[src/rtl/frame_read_addr_gen_pkg.sv]
`default_nettype none
// ============================================================================
// Module   : frame_read_addr_gen_pkg
// Brief    : Constants and FSM encoding shared by the frame-buffer read and
//            write address generators.
// Revision : 1.0 - initial release
// ============================================================================
package frame_read_addr_gen_pkg;

  localparam int unsigned NUM_BUFS    = 4;
  localparam int unsigned SEL_W       = $clog2(NUM_BUFS);
  localparam int unsigned BURST_BYTES = 128;
  localparam logic [31:0] BASE_ADDR0  = 32'h0F80_0000;
  localparam logic [31:0] BUF_STRIDE  = 32'h0040_0000;

  typedef enum logic [1:0] {
    ST_IDLE  = 2'd0,
    ST_ISSUE = 2'd1,
    ST_DRAIN = 2'd2
  } state_t;

  // Burst start address; all arithmetic wraps modulo 2^32.
  function automatic logic [31:0] buf_addr(
    input logic [31:0]      base,
    input logic [31:0]      stride,
    input logic [SEL_W-1:0] sel,
    input logic [31:0]      offset
  );
    logic [31:0] scaled;
    scaled = 32'(sel) * stride;
    return base + scaled + offset;
  endfunction

endpackage
`default_nettype wire

[src/rtl/frame_read_addr_gen_if.sv]
`default_nettype none
// ============================================================================
// Module   : frame_read_addr_gen_if
// Brief    : Read-address / read-data bus plus the downstream beat stream.
// Revision : 1.0 - initial release
// ============================================================================
interface frame_read_addr_gen_if;

  logic [31:0] ar_addr;
  logic        ar_valid;
  logic        ar_ready;
  logic [63:0] r_data;
  logic        r_valid;
  logic        r_last;
  logic        r_ready;
  logic [63:0] data_out;
  logic        data_out_valid;
  logic        data_out_ready;
  logic        frame_sof;
  logic        frame_eof;

  modport master (
    output ar_addr, ar_valid,
    input  ar_ready,
    input  r_data, r_valid, r_last,
    output r_ready,
    output data_out, data_out_valid, frame_sof, frame_eof,
    input  data_out_ready
  );

  modport slave (
    input  ar_addr, ar_valid,
    output ar_ready,
    output r_data, r_valid, r_last,
    input  r_ready,
    input  data_out, data_out_valid, frame_sof, frame_eof,
    output data_out_ready
  );

endinterface
`default_nettype wire

[src/rtl/frame_read_addr_gen_fifo.sv]
`default_nettype none
// ============================================================================
// Module   : frame_read_fifo
// Brief    : Synchronous first-word-fall-through FIFO with occupancy count.
// Revision : 1.0 - initial release
// ============================================================================
module frame_read_fifo #(
  parameter int unsigned DEPTH = 64,
  parameter int unsigned WIDTH = 64
) (
  input  logic                     sys_clk,
  input  logic                     sys_rst_n,
  input  logic                     push,
  input  logic [WIDTH-1:0]         push_data,
  input  logic                     pop,
  output logic [WIDTH-1:0]         pop_data,
  output logic                     empty,
  output logic [$clog2(DEPTH):0]   count
);
  import frame_read_addr_gen_pkg::*;

  localparam int unsigned AW = $clog2(DEPTH);

  logic [WIDTH-1:0] mem_q [DEPTH];
  logic [AW-1:0]    wr_ptr_q, wr_ptr_d;
  logic [AW-1:0]    rd_ptr_q, rd_ptr_d;
  logic [AW:0]      count_q, count_d;
  logic             do_push;
  logic             do_pop;

  always_comb begin
    do_push  = push && (count_q != (AW+1)'(DEPTH));
    do_pop   = pop && (count_q != '0);
    wr_ptr_d = wr_ptr_q;
    rd_ptr_d = rd_ptr_q;
    count_d  = count_q;
    if (do_push) begin
      wr_ptr_d = wr_ptr_q + AW'(1);
    end
    if (do_pop) begin
      rd_ptr_d = rd_ptr_q + AW'(1);
    end
    if (do_push && !do_pop) begin
      count_d = count_q + (AW+1)'(1);
    end else if (do_pop && !do_push) begin
      count_d = count_q - (AW+1)'(1);
    end
  end

  always_ff @(posedge sys_clk or negedge sys_rst_n) begin
    if (!sys_rst_n) begin
      wr_ptr_q <= '0;
      rd_ptr_q <= '0;
      count_q  <= '0;
    end else begin
      wr_ptr_q <= wr_ptr_d;
      rd_ptr_q <= rd_ptr_d;
      count_q  <= count_d;
    end
  end

  // Storage carries no reset; the head is masked while the FIFO is empty.
  always_ff @(posedge sys_clk) begin
    if (do_push) begin
      mem_q[wr_ptr_q] <= push_data;
    end
  end

  assign empty    = (count_q == '0);
  assign count    = count_q;
  assign pop_data = empty ? '0 : mem_q[rd_ptr_q];

endmodule
`default_nettype wire

[src/rtl/frame_read_addr_gen.sv]
`default_nettype none
// ============================================================================
// Module   : frame_read_addr_gen
// Brief    : Fetches the latest completed frame of the 4-buffer ring as
//            16-beat bursts and streams it out with SOF/EOF markers.
//            Optional r_last checking: define FRAME_READ_LAST_CHECK_EN.
// Revision : 1.0 - initial release
// ============================================================================
module frame_read_addr_gen #(
  parameter logic [31:0] BASE_ADDR0  = frame_read_addr_gen_pkg::BASE_ADDR0,
  parameter logic [31:0] BUF_STRIDE  = frame_read_addr_gen_pkg::BUF_STRIDE,
  parameter logic [31:0] FRAME_BYTES = 32'h0040_0000,
  parameter int unsigned BURST_LEN   = 16,
  parameter int unsigned FIFO_DEPTH  = 64
) (
  input  logic                  sys_clk,
  input  logic                  sys_rst_n,
  input  logic                  wr_frame_done,
  input  logic [1:0]            wr_sel,
  input  logic                  start,
  frame_read_addr_gen_if.master bus,
  output logic                  busy,
  output logic                  rd_err
);
  import frame_read_addr_gen_pkg::*;

  localparam int unsigned CW        = $clog2(FIFO_DEPTH) + 1;
  localparam int unsigned SW        = CW + 1;
  localparam logic [31:0] LAST_BEAT = (FRAME_BYTES >> 3) - 32'd1;

  state_t            state_q, state_d;
  logic [SEL_W-1:0]  rd_sel_q, rd_sel_d;
  logic [SEL_W-1:0]  latest_sel_q, latest_sel_d;
  logic              have_frame_q, have_frame_d;
  logic [31:0]       offset_q, offset_d;
  logic [31:0]       ar_addr_q, ar_addr_d;
  logic              ar_valid_q, ar_valid_d;
  logic [CW-1:0]     outstanding_q, outstanding_d;
  logic              rd_err_q, rd_err_d;
  logic [31:0]       beat_cnt_q, beat_cnt_d;

  logic              ar_hs;
  logic              beat_acc;
  logic              r_ready;
  logic              out_pop;
  logic              fifo_empty;
  logic [CW-1:0]     fifo_count;
  logic [63:0]       fifo_data;
  logic [SW-1:0]     credit_need;
  logic              credit_ok;
  logic              last_burst;
  logic              last_err;

  assign r_ready    = (outstanding_q != '0);
  assign beat_acc   = bus.r_valid && r_ready;
  assign ar_hs      = ar_valid_q && bus.ar_ready;
  assign out_pop    = !fifo_empty && bus.data_out_ready;

  // Reserve room for a whole burst before asking for it, so the FIFO never overflows.
  assign credit_need = SW'(fifo_count) + SW'(outstanding_q) + SW'(BURST_LEN);
  assign credit_ok   = (credit_need <= SW'(FIFO_DEPTH));
  assign last_burst  = ({1'b0, offset_q} + 33'(BURST_BYTES)) >= {1'b0, FRAME_BYTES};

  always_comb begin
    state_d       = state_q;
    rd_sel_d      = rd_sel_q;
    offset_d      = offset_q;
    ar_addr_d     = ar_addr_q;
    ar_valid_d    = ar_valid_q;
    have_frame_d  = have_frame_q | wr_frame_done;
    latest_sel_d  = wr_frame_done ? wr_sel : latest_sel_q;
    outstanding_d = outstanding_q;
    rd_err_d      = rd_err_q;
    beat_cnt_d    = beat_cnt_q;

    case (state_q)
      ST_IDLE: begin
        // A completion in the same cycle as start is used directly.
        if (start && (have_frame_q || wr_frame_done)) begin
          rd_sel_d = wr_frame_done ? wr_sel : latest_sel_q;
          offset_d = '0;
          state_d  = ST_ISSUE;
        end
      end
      ST_ISSUE: begin
        if (ar_valid_q) begin
          if (bus.ar_ready) begin
            ar_valid_d = 1'b0;
            offset_d   = offset_q + 32'(BURST_BYTES);
            if (last_burst) begin
              state_d = ST_DRAIN;
            end
          end
        end else if (credit_ok) begin
          ar_valid_d = 1'b1;
          ar_addr_d  = buf_addr(BASE_ADDR0, BUF_STRIDE, rd_sel_q, offset_q);
        end
      end
      ST_DRAIN: begin
        if (outstanding_q == '0 && fifo_empty) begin
          state_d = ST_IDLE;
        end
      end
      default: state_d = ST_IDLE;
    endcase

    if (ar_hs) begin
      outstanding_d = outstanding_d + CW'(BURST_LEN);
    end
    if (beat_acc) begin
      outstanding_d = outstanding_d - CW'(1);
    end

    if ((bus.r_valid && !r_ready) || last_err) begin
      rd_err_d = 1'b1;
    end

    if (out_pop) begin
      beat_cnt_d = (beat_cnt_q == LAST_BEAT) ? '0 : beat_cnt_q + 32'd1;
    end
  end

  always_ff @(posedge sys_clk or negedge sys_rst_n) begin
    if (!sys_rst_n) begin
      state_q       <= ST_IDLE;
      rd_sel_q      <= '0;
      latest_sel_q  <= '0;
      have_frame_q  <= 1'b0;
      offset_q      <= '0;
      ar_addr_q     <= '0;
      ar_valid_q    <= 1'b0;
      outstanding_q <= '0;
      rd_err_q      <= 1'b0;
      beat_cnt_q    <= '0;
    end else begin
      state_q       <= state_d;
      rd_sel_q      <= rd_sel_d;
      latest_sel_q  <= latest_sel_d;
      have_frame_q  <= have_frame_d;
      offset_q      <= offset_d;
      ar_addr_q     <= ar_addr_d;
      ar_valid_q    <= ar_valid_d;
      outstanding_q <= outstanding_d;
      rd_err_q      <= rd_err_d;
      beat_cnt_q    <= beat_cnt_d;
    end
  end

`ifdef FRAME_READ_LAST_CHECK_EN
  localparam int unsigned BW = $clog2(BURST_LEN);

  logic [BW-1:0] burst_beat_q, burst_beat_d;
  logic          burst_end;

  // Position within the burst is tracked independently of r_last.
  assign burst_end = (burst_beat_q == BW'(BURST_LEN - 1));

  always_comb begin
    burst_beat_d = burst_beat_q;
    last_err     = 1'b0;
    if (beat_acc) begin
      last_err     = (bus.r_last != burst_end);
      burst_beat_d = burst_end ? '0 : burst_beat_q + BW'(1);
    end
  end

  always_ff @(posedge sys_clk or negedge sys_rst_n) begin
    if (!sys_rst_n) begin
      burst_beat_q <= '0;
    end else begin
      burst_beat_q <= burst_beat_d;
    end
  end
`else
  logic last_unused;

  assign last_err    = 1'b0;
  assign last_unused = bus.r_last;
`endif

  frame_read_fifo #(
    .DEPTH (FIFO_DEPTH),
    .WIDTH (64)
  ) u_fifo (
    .sys_clk   (sys_clk),
    .sys_rst_n (sys_rst_n),
    .push      (beat_acc),
    .push_data (bus.r_data),
    .pop       (out_pop),
    .pop_data  (fifo_data),
    .empty     (fifo_empty),
    .count     (fifo_count)
  );

  assign bus.ar_addr        = ar_addr_q;
  assign bus.ar_valid       = ar_valid_q;
  assign bus.r_ready        = r_ready;
  assign bus.data_out       = fifo_data;
  assign bus.data_out_valid = !fifo_empty;
  assign bus.frame_sof      = !fifo_empty && (beat_cnt_q == '0);
  assign bus.frame_eof      = !fifo_empty && (beat_cnt_q == LAST_BEAT);
  assign busy               = (state_q != ST_IDLE);
  assign rd_err             = rd_err_q;

endmodule
`default_nettype wire

[src/flat_wrapper.sv]
// flat-port wrapper written by rule: the top's interface ports become plain ports
module frame_read_addr_gen_flat import frame_read_addr_gen_pkg::*;
#(
  parameter logic [31:0] BASE_ADDR0  = frame_read_addr_gen_pkg::BASE_ADDR0,
  parameter logic [31:0] BUF_STRIDE  = frame_read_addr_gen_pkg::BUF_STRIDE,
  parameter logic [31:0] FRAME_BYTES = 32'h0040_0000,
  parameter int unsigned BURST_LEN   = 16,
  parameter int unsigned FIFO_DEPTH  = 64
)
  (sys_clk, sys_rst_n, wr_frame_done, wr_sel, start, busy, rd_err, bus_ar_addr, bus_ar_valid, bus_ar_ready, bus_r_data, bus_r_valid, bus_r_last, bus_r_ready, bus_data_out, bus_data_out_valid, bus_frame_sof, bus_frame_eof, bus_data_out_ready);
  frame_read_addr_gen_if bus_i ();
  input  logic sys_clk;
  input  logic sys_rst_n;
  input  logic wr_frame_done;
  input  logic [1:0] wr_sel;
  input  logic start;
  output logic busy;
  output logic rd_err;
  output wire logic [$bits(bus_i.ar_addr)-1:0] bus_ar_addr;
  output wire logic [$bits(bus_i.ar_valid)-1:0] bus_ar_valid;
  input wire logic [$bits(bus_i.ar_ready)-1:0] bus_ar_ready;
  input wire logic [$bits(bus_i.r_data)-1:0] bus_r_data;
  input wire logic [$bits(bus_i.r_valid)-1:0] bus_r_valid;
  input wire logic [$bits(bus_i.r_last)-1:0] bus_r_last;
  output wire logic [$bits(bus_i.r_ready)-1:0] bus_r_ready;
  output wire logic [$bits(bus_i.data_out)-1:0] bus_data_out;
  output wire logic [$bits(bus_i.data_out_valid)-1:0] bus_data_out_valid;
  output wire logic [$bits(bus_i.frame_sof)-1:0] bus_frame_sof;
  output wire logic [$bits(bus_i.frame_eof)-1:0] bus_frame_eof;
  input wire logic [$bits(bus_i.data_out_ready)-1:0] bus_data_out_ready;
  assign bus_ar_addr = bus_i.ar_addr;
  assign bus_ar_valid = bus_i.ar_valid;
  assign bus_i.ar_ready = bus_ar_ready;
  assign bus_i.r_data = bus_r_data;
  assign bus_i.r_valid = bus_r_valid;
  assign bus_i.r_last = bus_r_last;
  assign bus_r_ready = bus_i.r_ready;
  assign bus_data_out = bus_i.data_out;
  assign bus_data_out_valid = bus_i.data_out_valid;
  assign bus_frame_sof = bus_i.frame_sof;
  assign bus_frame_eof = bus_i.frame_eof;
  assign bus_i.data_out_ready = bus_data_out_ready;
  frame_read_addr_gen #(.BASE_ADDR0(BASE_ADDR0), .BUF_STRIDE(BUF_STRIDE), .FRAME_BYTES(FRAME_BYTES), .BURST_LEN(BURST_LEN), .FIFO_DEPTH(FIFO_DEPTH)) u_core (.sys_clk(sys_clk), .sys_rst_n(sys_rst_n), .wr_frame_done(wr_frame_done), .wr_sel(wr_sel), .start(start), .bus(bus_i), .busy(busy), .rd_err(rd_err));
endmodule
[config.mk]
export PLATFORM = sky130hd
export DESIGN_NAME = frame_read_addr_gen_flat
export DESIGN_NICKNAME = d
export VERILOG_FILES = /design/src/rtl/frame_read_addr_gen_pkg.sv /design/src/rtl/frame_read_addr_gen_if.sv /design/src/rtl/frame_read_addr_gen_fifo.sv /design/src/rtl/frame_read_addr_gen.sv /design/src/flat_wrapper.sv
export SDC_FILE = /design/constraint.sdc
export NUM_CORES = 2
export LEC_CHECK = 0
export ABC_AREA = 1
export BUFFER_PORTS_ARGS = -buffer_cell sky130_fd_sc_hd__buf_2
export CAP_MARGIN = 20
export CORE_ASPECT_RATIO = 0.8
export CORE_MARGIN = 2
export CORE_UTILIZATION = 25
export DETAILED_ROUTE_END_ITERATION = 10
export PLACE_DENSITY_LB_ADDON = 0.2
export SETUP_SLACK_MARGIN = 0.1
export SLEW_MARGIN = 10
export SYNTH_ARGS = -nofsm -noshare
export SYNTH_HDL_FRONTEND = slang
export SYNTH_SLANG_ARGS = --single-unit
export TNS_END_PERCENT = 5
[constraint.sdc]
create_clock -name sys_clk -period 7.49 [get_ports sys_clk]
set_input_delay 0.3745 -clock sys_clk [delete_from_list [all_inputs] [get_ports sys_clk]]
set_output_delay 0.3745 -clock sys_clk [all_outputs]
set_load 0.05 [all_outputs]
# Word level (Yosys, flattened, before mapping)
# Memory sizes are Yosys's and may differ from the RTL's.
# Index checks and enable logic that the tools add are counted.
# word_totals
ramBits	4096
memories	1
ff_bits	131
output_inout_bits	103
in_bits	74
# mem_list
name	depth	word_bits	rd	rd_clocked_by_memory_dff	wr	line	rtl
u_core.u_fifo.mem_q	64	64	1	0	1	frame_read_addr_gen_fifo.sv:24	logic [WIDTH-1:0] mem_q [DEPTH];
# op_classes
n_addsub	13
mux	22
n_reduce_logical	30
n_eq_ne	9
bitwise	2
order_cmp	2
# ops
cell	n
$mux W32	4
$mux W64	1
$pmux W32 S2	1
$add A32 B8 Y33 const B	1
$ge A33 B23 Y1 const B	1
$add A32 B1 Y32 const B	1
$add A32 B32 Y32	1
$add A32 B8 Y32 const B	1
$eq A32 B19 Y1 const B	1
$logic_not A32 Y1	1
$add A28 B24 Y29 const A	1
$mux W7	4
$logic_not A7 Y1	2
$reduce_bool A7 Y1	2
$sub A7 B1 Y7 const B	2
$add A6 B1 Y6 const B	2
$logic_and A1 B1 Y1	12
$mux W2	6
$add A7 B7 Y8	1
$add A8 B5 Y8 const B	1
$le A8 B7 Y1 const B	1
$ne A2 B1 Y1 const B	4
$add A7 B1 Y7 const B	1
$add A7 B5 Y7 const B	1
other kinds (16)	25

# Depth between registers and ports, before layout
# depth
word_depth	7
mapped_depth	17

# Modules after synthesis
# From an unflattened synthesis, not the netlist that was laid out.
# hier_totals
hier_cells	15971
hier_area_um2	175646.0
# modules_own_cells
module	n_inst	area_per_inst_um2	seq_area_each_um2	cells_each
frame_read_fifo	1	169633.9	123473.4	15208
frame_read_addr_gen	1	6012.0	2452.4	763

# Worst setup path after synthesis
# OpenSTA, ideal clock, no wires.
# synth_path
kind	register -> register
startpoint	reg u_core.outstanding_q[0]
endpoint	mem u_core.u_fifo.mem_q[7][0] (enable)
t_arrival_ns	8.006
path_slack_ns	-1.163
setup_ns	0.647
synth_period_minus_slack_ns	8.653
stages_incl_launch_ff	8
t_required_ns	6.843
path_buffers	0
path_cell_list	dfrtp_1 inv_1 ha_1 nand4_1 nand2_1 nor2_1 nand4_1 nor4_1
# synth_via
elab_chain_cells	5
# synth_rtl
item	line	rtl
from (decl)	frame_read_addr_gen.sv:38	logic [CW-1:0] outstanding_q, outstanding_d;
from (signal assigned)	frame_read_addr_gen.sv:143	outstanding_q <= outstanding_d;
$reduce_bool A7 Y1	frame_read_addr_gen.sv:54	assign r_ready = (outstanding_q != '0);
named net bus_r_ready	flat_wrapper.sv:25	output wire logic [$bits(bus_i.r_ready)-1:0] bus_r_ready;
$logic_and A1 B1 Y1	frame_read_addr_gen.sv:55	assign beat_acc = bus.r_valid && r_ready;
$logic_and A1 B1 Y1	frame_read_addr_gen_fifo.sv:32	do_push = push && (count_q != (AW+1)'(DEPTH));
$mux W1	frame_read_addr_gen_fifo.sv:64	if (do_push) begin
$mux W1 (implied by the code)	frame_read_addr_gen_fifo.sv:65	mem_q[wr_ptr_q] <= push_data;
to (decl)	frame_read_addr_gen_fifo.sv:24	
# The timed path passes the listed nets, and every way through them passes these cells.

# Worst setup path after layout
# layout_path
startpoint	reg u_core.u_fifo.rd_ptr_q[2]
endpoint	out bus_data_out[8]
# layout_via
elab_chain_cells	2
# layout_rtl
item	line	rtl
from (decl)	frame_read_addr_gen_fifo.sv:26	logic [AW-1:0] rd_ptr_q, rd_ptr_d;
from (signal assigned)	frame_read_addr_gen_fifo.sv:57	rd_ptr_q <= rd_ptr_d;
$mem_v2 Z64 W64	--	
$mux W64	frame_read_addr_gen_fifo.sv:71	assign pop_data = empty ? '0 : mem_q[rd_ptr_q];
to (decl)	flat_wrapper.sv:26	output wire logic [$bits(bus_i.data_out)-1:0] bus_data_out;
# Every way passes these cells.

==> flow_summary_export.csv <==
group,metric,value,unit
status,status,"complete, no violations",
synthesis,async_reset_ff_share,2.78,%
global_routing,grt_pass1_vias,102000,
synthesis,synth.most_common_cell,"edfxtp_1",
worst_setup_path,worstPathCellList,"nand2_1, buf_4, inv_8, buf_4, nand2_1, nand3_1, nand3_1, a21oi_2, buf_2",
layout,final_area,194000,um^2
placement,dpl-instance-area,180000,um^2
synthesis,synthFlopType,"edfxtp_1",
placement,detailedPlace.worstSlack,2.09,ns
synthesis,netlist_top_cells_count,"edfxtp_1 (4,096), nor2_1 (2,767), o21ai_0 (2,012), nand2_1 (857), nand3_1 (555)",
layout,fin_cells,22500,
clock_tree,cts_buffers,414,
die,rows,268,
synthesis,syn_area,167000,um^2
placement,place_congestion,0.755,
global_routing,grt_first_pass_wirelength,854000,um
worst_setup_path,worstPathArrival,6.08,ns
timing,worst_pin_slew,1.20,ns
global_routing,grt-ovfl-total,0,
layout,nNetsFinal,13300,
detailed_routing,num_vias,110000,
layout,drive_above_1_share,9.04,%
synthesis,ys_ff_latch,4213,
detailed_routing,ant_nets,0,
run,maxCapViolCount,0,
die,fp.dieH,736,um
worst_setup_path,critPathTopFamily,"buffers and inverters",
timing,post-route-min-period,6.45,ns
timing,finalHoldViolCount,0,
clock_tree,clock-sinks,4213,
synthesis,syn_avg_cell_area,12.8,um^2
die,die_w,919,um
worst_setup_path,slowest_stage,"a21oi_2",
clock_tree,clk_latency,1.07,ns
timing,layout_setup_ws,1.04,ns
clock_tree,clockBufferDepth,4,
worst_setup_path,critPathLaunchType,"flop",
clock_tree,clk_pin_slew_worst_paths,0.07,ns
worst_setup_path,worstSetupEndpointType,"primary output",
worst_setup_path,cp_max_fo,63,
die,ios,177,
placement,hpwl,321000,um
clock_tree,cts_max_level,5,
synthesis,synth_largest_area_cell,"edfxtp_1",
detailed_routing,viasPerCell,4.90,
detailed_routing,route.detailed.drc,0,
worst_setup_path,cp.depth,9,
die,coreArea,667000,um^2
timing,setup_viol,0,
synthesis,synth_cell_types,46,
clock_tree,cts_tree,"yes",
layout,final.fill_count,67900,
worst_setup_path,cp_slowest_stage_delay,0.96,ns
global_routing,grt_max_degree,174,
die,start_util,25.1,%
synthesis,yosys_warnings,0,
placement,io_buffers,168,
worst_setup_path,cp.buffers_inverters,4,
worst_setup_path,required,7.12,ns
placement,placed_cells,21600,
layout,area_delta_synth_final,16.0,%
power_and_ir_drop,p_leak,61.2,nW
detailed_routing,drtIter0Drc,13500,
synthesis,netlist_top_cells_area,"edfxtp_1 (73%), nor2_1 (6.2%), o21ai_0 (6.0%)",
synthesis,synth_edf_count,4096,
synthesis,synth_top_area_share,73.4,%
clock_tree,root_buffer,"clkbuf_16",
timing,slew_viol_final,0,
timing,fin_crit_sh,86.2,%
hold_path,hold_path_depth,1,
worst_setup_path,r2r_cells,9,
global_routing,track_usage,17.6,%
clock_tree,post-cts-setup-buffer-count,0,
synthesis,syn_inst,13100,
global_routing,antenna_found_initial,84,
die,die_area,677000,um^2
synthesis,seq_area_frac_synth,75.2,%
hold_path,min_path_type,"in2reg",
timing,skew,0.0710,ns
detailed_routing,drt-pass1-iter-count,6,
timing,grt_setup_unrepaired,"no",
timing,slew_headroom,19.9,%
timing,fmax,155,MHz
detailed_routing,wl,622000,um
power_and_ir_drop,peakVddDrop,370,uV
detailed_routing,wl_per_cell,27.7,um
timing,setup_tns,0,ns
power_and_ir_drop,power_density,390,nW/um^2
worst_setup_path,critPathKind,"reg2out",
-- where the power goes --
group | internal (mW) | leakage, nW | switching (mW)
Combinational | 6.77 | 16.5 | 20.8
Clock | 11.4 | 6.38 | 9.46
Sequential | 26.8 | 38.3 | 0.564
-- cells by family (layout without fill, tap and decap cells) --
| group | after synthesis | in the layout | synth area share, % |
|---|---|---|---|
| simple gates | 4294 | 4294 | 10.2 |
| flops | 4213 | 4213 | 75.2 |
| compound gates | 3418 | 3418 | 11.4 |
| buf+inv | 1030 | 1507 | 2.62 |
| xor+xnor | 59 | 59 | 0.309 |
| fa+ha+maj | 38 | 38 | 0.297 |
| other cells | 1 | 28 | 0.00224 |
-- routing by layer --
| layer | global-route usage, % | vias up | share of wire (%) |
|---|---|---|---|
| li1 | - | 48300 | - |
| met1 | 27.2 | 57300 | 48 |
| met2 | 26.3 | 3808 | 43 |
| met3 | 2.65 | 724 | 7.1 |
| met4 | 3.25 | 28 | 1.9 |
| met5 | 0 | - | 0.029 |
-- worst paths after layout --
path                                                       start                                    end  slack (ns)
hold reg to reg                    u_core.have_frame_q$_DFF_PN0_          u_core.have_frame_q$_DFF_PN0_        0.45
min in group asynchronous                              sys_rst_n        u_core.offset_q[17]$_DFFE_PN0P_        0.49
setup reg to reg             u_core.outstanding_q[0]$_DFFE_PN0P_   u_core.u_fifo.mem_q[11][7]$_DFFE_PP_        2.76
hold / removal                                    bus_r_data[53]  u_core.u_fifo.mem_q[52][53]$_DFFE_PP_        0.11
setup / recovery           u_core.u_fifo.rd_ptr_q[2]$_DFFE_PN0P_                        bus_data_out[8]        1.04
max in group asynchronous                              sys_rst_n  u_core.u_fifo.rd_ptr_q[4]$_DFFE_PN0P_        6.27
-- timing repair --
| action | 4_1_cts | 5_1_grt |
|---|---|---|
| endpoints found under the hold margin | 883 | 1767 |
| resized for setup | 0 | 0 |
| hold buffers | 29 | 32 |
-- cell usage in the layout (no fill, tap or decap), types with 8 or more instances in the layout --
cell type / synthesis / final
clkinv_2: 1 / 87
clkinvlp_4: 0 / 8
a21oi_1: 301 / 297
nand4_1: 45 / 45
clkinv_1: 1 / 100
xor2_1: 52 / 52
o21ai_0: 2012 / 2012
diode_2: 0 / 21
bufinv_16: 0 / 32
a31oi_1: 11 / 11
buf_12: 0 / 106
nand3_1: 555 / 555
inv_1: 128 / 125
nand2_1: 857 / 857
clkbuf_1: 536 / 92
nand3b_1: 18 / 18
ha_1: 35 / 35
edfxtp_1: 4096 / 4096
buf_2: 248 / 167
or2_2: 10 / 10
clkbuf_16: 0 / 421
inv_6: 0 / 10
o21ai_1: 103 / 102
nor3_1: 18 / 17
buf_4: 42 / 272
dlygate4sd3_1: 0 / 60
o211ai_1: 510 / 510
dfrtp_1: 117 / 112
o22ai_1: 468 / 468
nor4_1: 11 / 10
nor2_1: 2767 / 2703
nor2_4: 1 / 64
-- worst reg2reg max path, stage by stage, from the launching register on --
cell,delay (ns)
dfrtp_1,0.37
inv_1,0.09
ha_1,0.23
nand4_1,0.15
nand2_1,0.23
nor2_1,0.19
buf_4,0.30
nand4_1,0.89
nor2_4,1.13
buf_12,0.65
-- per-stage QoR --
stage	power [mW]	hold slack, ns	utilization (%)
6_report	75.8	0.108	29.1
5_1_grt	79.5	0.0753	29.1
4_1_cts	76.3	0.00277	29.0
3_5_place_dp	55.5	0.391	27.0
3_3_place_gp	55.6	0.386	27.0
2_1_floorplan	44.2	0.0789	-
-- final cells by class --
type / count / area, um^2 / area share, %
Antenna cell: 21 / 52.6 / 0.0271
Inverter: 135 / 567 / 0.292
Clock buffer: 513 / 10900 / 5.60
Timing Repair Buffer: 614 / 5810 / 2.99
Sequential cell: 4213 / 126000 / 64.8
Tap cell: 8910 / 11100 / 5.74
Clock inverter: 245 / 2120 / 1.09
Multi-Input combinational cell: 7816 / 37700 / 19.4
-- sequential cells by signal, indices dropped and copies added (netlist names), 2 cells and up --
name	flops
u_core.bus.ar_addr	25
u_core.latest_sel_q	2
u_core.outstanding_q	7
u_core.rd_sel_q	2
u_core.state_q	2
u_core.offset_q	25
u_core.beat_cnt_q	32
u_core.u_fifo.mem_q	4096
u_core.u_fifo.wr_ptr_q	6
u_core.u_fifo.count	7
u_core.u_fifo.rd_ptr_q	6
Note: power is estimated with default switching activity, not from simulation.
